<file path="src/rtl/telem_pkt.sv">
// telem_pkt: decimating telemetry framer with a UART 8N1 transmitter.
// Every DECIM-th vld pulse (while enable=1) snapshots the sensor inputs into
// an 11-byte frame (A5h header, pitch, motor speeds, battery, flags, XOR
// checksum). The frame is then shifted out LSB first on TX.
//   clk, rst        clock and asynchronous active-high reset
//   vld             one-cycle pulse marking a new pitch sample
//   ptch            signed pitch
//   lft_*/rght_*    motor speed magnitudes and reverse flags
//   batt            battery A2D reading
//   pwr_up, en_steer, too_fast, batt_low  status flags
//   enable          telemetry enable level
//   TX              UART serial out, idle high
//   busy            a frame is in flight
//   frm_drop        one-cycle pulse when a triggered frame is discarded
module telem_pkt #(
  parameter int unsigned BAUD_DIV = 2604,
  parameter int unsigned DECIM    = 10
) (
  input  logic        clk,
  input  logic        rst,
  input  logic        vld,
  input  logic [15:0] ptch,
  input  logic [10:0] lft_spd,
  input  logic        lft_rev,
  input  logic [10:0] rght_spd,
  input  logic        rght_rev,
  input  logic [11:0] batt,
  input  logic        pwr_up,
  input  logic        en_steer,
  input  logic        too_fast,
  input  logic        batt_low,
  input  logic        enable,
  output logic        TX,
  output logic        busy,
  output logic        frm_drop
);

  typedef enum logic [1:0] {IDLE, START, DATA, STOP} state_t;

  localparam logic [15:0] BAUD_LAST = 16'(BAUD_DIV - 1);
  localparam logic [7:0]  DEC_LAST  = 8'(DECIM - 1);
  localparam logic [3:0]  LAST_BYTE = 4'd10;

  state_t      state_q;
  logic [7:0]  dec_q;
  logic [15:0] baud_q;
  logic [2:0]  bit_q;
  logic [3:0]  byte_q;
  logic [87:0] frame_q;
  logic        tx_q;
  logic        busy_q;
  logic        drop_q;

  logic        trigger;
  logic        baud_done;
  logic        frame_end;
  logic        accept;
  logic [79:0] snap;
  logic [7:0]  chk;

  always_comb begin
    trigger   = enable && vld && (dec_q == DEC_LAST);
    baud_done = (baud_q == BAUD_LAST);
    frame_end = (state_q == STOP) && baud_done && (byte_q == LAST_BYTE);
    // A trigger landing on the final stop-bit cycle is taken directly, so the
    // next start bit follows the stop bit with no idle cycle.
    accept    = trigger && ((state_q == IDLE) || frame_end);

    // Byte 0 sits in the low bits so the frame shifts out from bit 0 upward.
    snap = {{4'b0, pwr_up, en_steer, too_fast, batt_low},
            batt[7:0],
            {4'b0, batt[11:8]},
            rght_spd[7:0],
            {rght_rev, 4'b0, rght_spd[10:8]},
            lft_spd[7:0],
            {lft_rev, 4'b0, lft_spd[10:8]},
            ptch[7:0],
            ptch[15:8],
            8'hA5};
    chk = '0;
    for (int unsigned i = 0; i < 10; i++) begin
      chk = chk ^ snap[8*i +: 8];
    end
  end

  always_ff @(posedge clk or posedge rst) begin
    if (rst) begin
      state_q <= IDLE;
      dec_q   <= '0;
      baud_q  <= '0;
      bit_q   <= '0;
      byte_q  <= '0;
      frame_q <= '0;
      tx_q    <= 1'b1;
      busy_q  <= 1'b0;
      drop_q  <= 1'b0;
    end else begin
      drop_q <= trigger && !accept;

      if (!enable) begin
        dec_q <= '0;
      end else if (vld) begin
        dec_q <= (dec_q == DEC_LAST) ? '0 : dec_q + 8'd1;
      end

      if (accept) begin
        state_q <= START;
        frame_q <= {chk, snap};
        tx_q    <= 1'b0;
        busy_q  <= 1'b1;
        baud_q  <= '0;
        bit_q   <= '0;
        byte_q  <= '0;
      end else begin
        case (state_q)
          IDLE: begin
            tx_q   <= 1'b1;
            busy_q <= 1'b0;
          end
          START: begin
            if (baud_done) begin
              baud_q  <= '0;
              bit_q   <= '0;
              state_q <= DATA;
              tx_q    <= frame_q[0];
            end else begin
              baud_q <= baud_q + 16'd1;
            end
          end
          DATA: begin
            if (baud_done) begin
              baud_q  <= '0;
              // Shifting per data bit leaves the next byte's bit 0 in place
              // once all eight bits have gone out.
              frame_q <= frame_q >> 1;
              bit_q   <= bit_q + 3'd1;
              if (bit_q == 3'd7) begin
                state_q <= STOP;
                tx_q    <= 1'b1;
              end else begin
                tx_q <= frame_q[1];
              end
            end else begin
              baud_q <= baud_q + 16'd1;
            end
          end
          STOP: begin
            if (baud_done) begin
              baud_q <= '0;
              if (byte_q == LAST_BYTE) begin
                state_q <= IDLE;
                busy_q  <= 1'b0;
                tx_q    <= 1'b1;
              end else begin
                byte_q  <= byte_q + 4'd1;
                state_q <= START;
                tx_q    <= 1'b0;
              end
            end else begin
              baud_q <= baud_q + 16'd1;
            end
          end
          default: state_q <= IDLE;
        endcase
      end
    end
  end

  assign TX       = tx_q;
  assign busy     = busy_q;
  assign frm_drop = drop_q;

endmodule
</file>
<file path="config.mk">
export PLATFORM = sky130hd
export DESIGN_NAME = telem_pkt
export DESIGN_NICKNAME = d
export VERILOG_FILES = /design/src/rtl/telem_pkt.sv
export SDC_FILE = /design/constraint.sdc
export NUM_CORES = 1
export LEC_CHECK = 0
export ABC_CLOCK_PERIOD_IN_PS = 5500
export BUFFER_PORTS_ARGS = -buffer_cell sky130_fd_sc_hd__buf_2
export CORE_MARGIN = 5
export CORE_UTILIZATION = 40
export DETAILED_ROUTE_END_ITERATION = 6
export PLACE_DENSITY_LB_ADDON = 0.1
export REMOVE_ABC_BUFFERS = 1
export SLEW_MARGIN = 40
export SYNTH_ARGS = -nofsm -noshare
export SYNTH_HDL_FRONTEND = slang
export SYNTH_SLANG_ARGS = --single-unit
</file>
<file path="constraint.sdc">
create_clock -name clk -period 5.5 [get_ports clk]
set_input_delay 0 -clock clk [delete_from_list [all_inputs] [get_ports clk]]
set_output_delay 0 -clock clk [all_outputs]
set_load 0.01 [all_outputs]
</file>
==> impl_metrics.tcl <==
set metrics [dict create \
    dr.first_iter.drc_count 207 \
    io_buffers 62 \
    period_needed_ns 3.03 \
    timing.final.ws_setup_ns 2.47 \
    dpl.cell_count 844 \
    tightest_slew_ns 0.764 \
    clock_skew_ns 0.0108 \
    ant_nets 0 \
    multi_input_area_um2 3050 \
    root_buffer "clkbuf_16" \
    p_total_mw 2.22 \
    critical_path_class "register to register" \
    clkSinkCount 124 \
    async_reset_ff_frac 1.00 \
    cp.arrival_ns 3.32 \
    pre_cts_ws_ns 2.52 \
    drt-met1-wl_um 7190 \
    layout-drive-gt1-share 0.153 \
    p_leak_nw 3.36 \
    syn_to_final_growth_pct 25.0 \
    post-route-period-util 0.550 \
    slew_viol_final 0 \
    setup_viol 0 \
    cp-start-kind "register" \
    setup_tns_ns 0 \
    max_freq_mhz 330 \
    rows 46 \
    cts_tree "built" \
    rsz0062_at_grt "false" \
    yosysWarnings 0 \
    syn_area_per_cell_um2 10.7 \
    synth_edf_count 0 \
    ys_top_cells_by_area "dfrtp_1 (48%), mux2i_1 (11%), xnor2_1 (7.2%), nand3_1 (5.3%), o21ai_0 (5.2%)" \
    die-width_um 137 \
    cp_slowest_cell "and2_1" \
    antenna_cells 0 \
    wire_per_inst_um 16.5 \
    slowest_delay_ns 0.69 \
    grt_pass1_wl_um 25800 \
    synth_area_um2 6420 \
    dr.max_layer_used "met4" \
    cts_htree_levels 4 \
    synth_top_area_frac 0.480 \
    seqCellArea_um2 3100 \
    dp.final_hpwl_um 9630 \
    rrSetupSlack_ns 2.47 \
    finalNetCount 779 \
    worstPathRequired_ns 5.80 \
    initial_core_util 0.406 \
    path_cells "ha_1 -> and4bb_1 -> and4_1 -> and2_1 -> buf_4 -> a21oi_4 -> a22o_1" \
    viasPerCell 5.25 \
    synthCells 598 \
    cts_buffers 17 \
    postPlaceCellArea_um2 6820 \
    stdcell_area_um2 8020 \
    ys_seq_area_frac 0.484 \
    end_kind "register" \
    cp_max_fo 18 \
    ir_worst_vdd_v 0.000213 \
    p_per_area_nw_per_um2 276 \
    cts_resized 0 \
    drt-total-wl_um 15400 \
    synth_ff_type "dfrtp_1" \
    grt_overflow 0 \
    ys_types 52 \
    hold_ws_ns 0.198 \
    met2WireLength_um 7630 \
    nFillCells 1426 \
    fp.dieH_um 137 \
    drc 0 \
    io_pins 63 \
    cts.path.max_buffers 2 \
    ys_ff_latch 124 \
    antenna_found_initial 0 \
    hold_viol_final 0 \
    hold_path.class "input port to async pin" \
    final_util 0.507 \
    path_clk_slew_ns 0.06 \
    status "complete, no violations" \
    grt_usage 0.176 \
    yosysTopAreaCell "dfrtp_1" \
    cts_setup_buffers 0 \
    design.die.area_um2 18700 \
    cap_violations 0 \
    core_area_um2 15800 \
    gp_congestion 0.781 \
    drt_pass1_iterations 4 \
    synth_top_cells_by_count "dfrtp_1 (123), mux2i_1 (70), nand3_1 (68)" \
    grt_pass1_vias 5073 \
    fin_cells 935 \
    vias 4907 \
    relSlewSlack 0.489 \
    routed-wl-met3_um 520 \
    grt_max_degree 71 \
    clk_latency_ns 0.42 \
    yosysMostFrequentCell "dfrtp_1" \
]
-- area by class of cell --
cell class              instances  share of cell area
clock buffers                  24              0.0601
inverters                       9             0.00484
multi-input cells             426               0.380
clock inverters                 7              0.0140
well taps                     216              0.0337
flip-flops and latches        124               0.387
repair buffers                129               0.121
-- metal layers --
layer | track usage | vias up
li1 | - | 2364
met1 | 0.226 | 2456
met2 | 0.298 | 79
met3 | 0.0441 | 8
met4 | 0.0420 | 0
met5 | 0 | -
-- repair_timing --
action | in CTS | in global routing
endpoints found under the setup margin | 0 | 0
endpoints found under the hold margin | 118 | 0
hold buffers | 60 | 0
-- worst max-delay path, delay by kind of cell (launching register included) --
kind                       cells  cell delay [ns]
buffers and inverters          1             0.44
AOI/OAI and AO/OA              2             0.42
adders and majority gates      1             0.22
and+or+nand+nor                3             1.41
DFF                            1             0.40
-- path summary, 6_finish.rpt --
check                             from     endpoint  cells after the start
setup / recovery             baud_q[0]  frame_q[29]                      7
hold / removal                     rst     dec_q[2]                      3
setup reg to reg             baud_q[0]  frame_q[29]                      7
hold reg to reg            frame_q[79]  frame_q[79]                      1
max in group asynchronous          rst  frame_q[76]                      4
min in group clk               ptch[5]  frame_q[21]                      4
-- where the power goes --
part / switching (mW) / total, mW / leakage, nW / internal, mW
clock: 0.394 / 1.14 / 0.290 / 0.744
combinational: 0.0774 / 0.163 / 1.75 / 0.0857
sequential: 0.00139 / 0.916 / 1.33 / 0.914
total: 0.473 / 2.22 / 3.36 / 1.74
-- cell families (layout without fill, tap and decap cells) --
kind of cell,Yosys count,in the layout,synth area share
AOI/OAI and AO/OA,120,120,0.121
muxes,70,70,0.109
and+or+nand+nor,159,159,0.132
xor gates and xnor gates,65,65,0.0887
buffers and inverters,48,169,0.0423
adders and majority gates,12,12,0.0234
DFF,124,124,0.484
-- placed cells by master (no fill, tap or decap), types with 8 or more instances in the layout --
cell type,n
buf_2,62
nand3_1,68
inv_1,8
ha_1,12
xnor2_1,53
o21ai_0,67
dfrtp_1,123
a22o_1,18
nand2_1,23
nor2_1,27
dlygate4sd3_1,60
clkbuf_16,17
xor2_1,12
mux2i_1,70
-- state kept, by name, summed over array words and instances (netlist names) --
| register | cells |
|---|---|
| frame_q | 88 |
| baud_q | 16 |
| dec_q | 8 |
| byte_q | 4 |
| bit_q | 3 |
| state_q | 2 |
| TX | 1 |
| busy | 1 |
| frm_drop | 1 |
No activity file was read; power rests on OpenSTA's default activity.
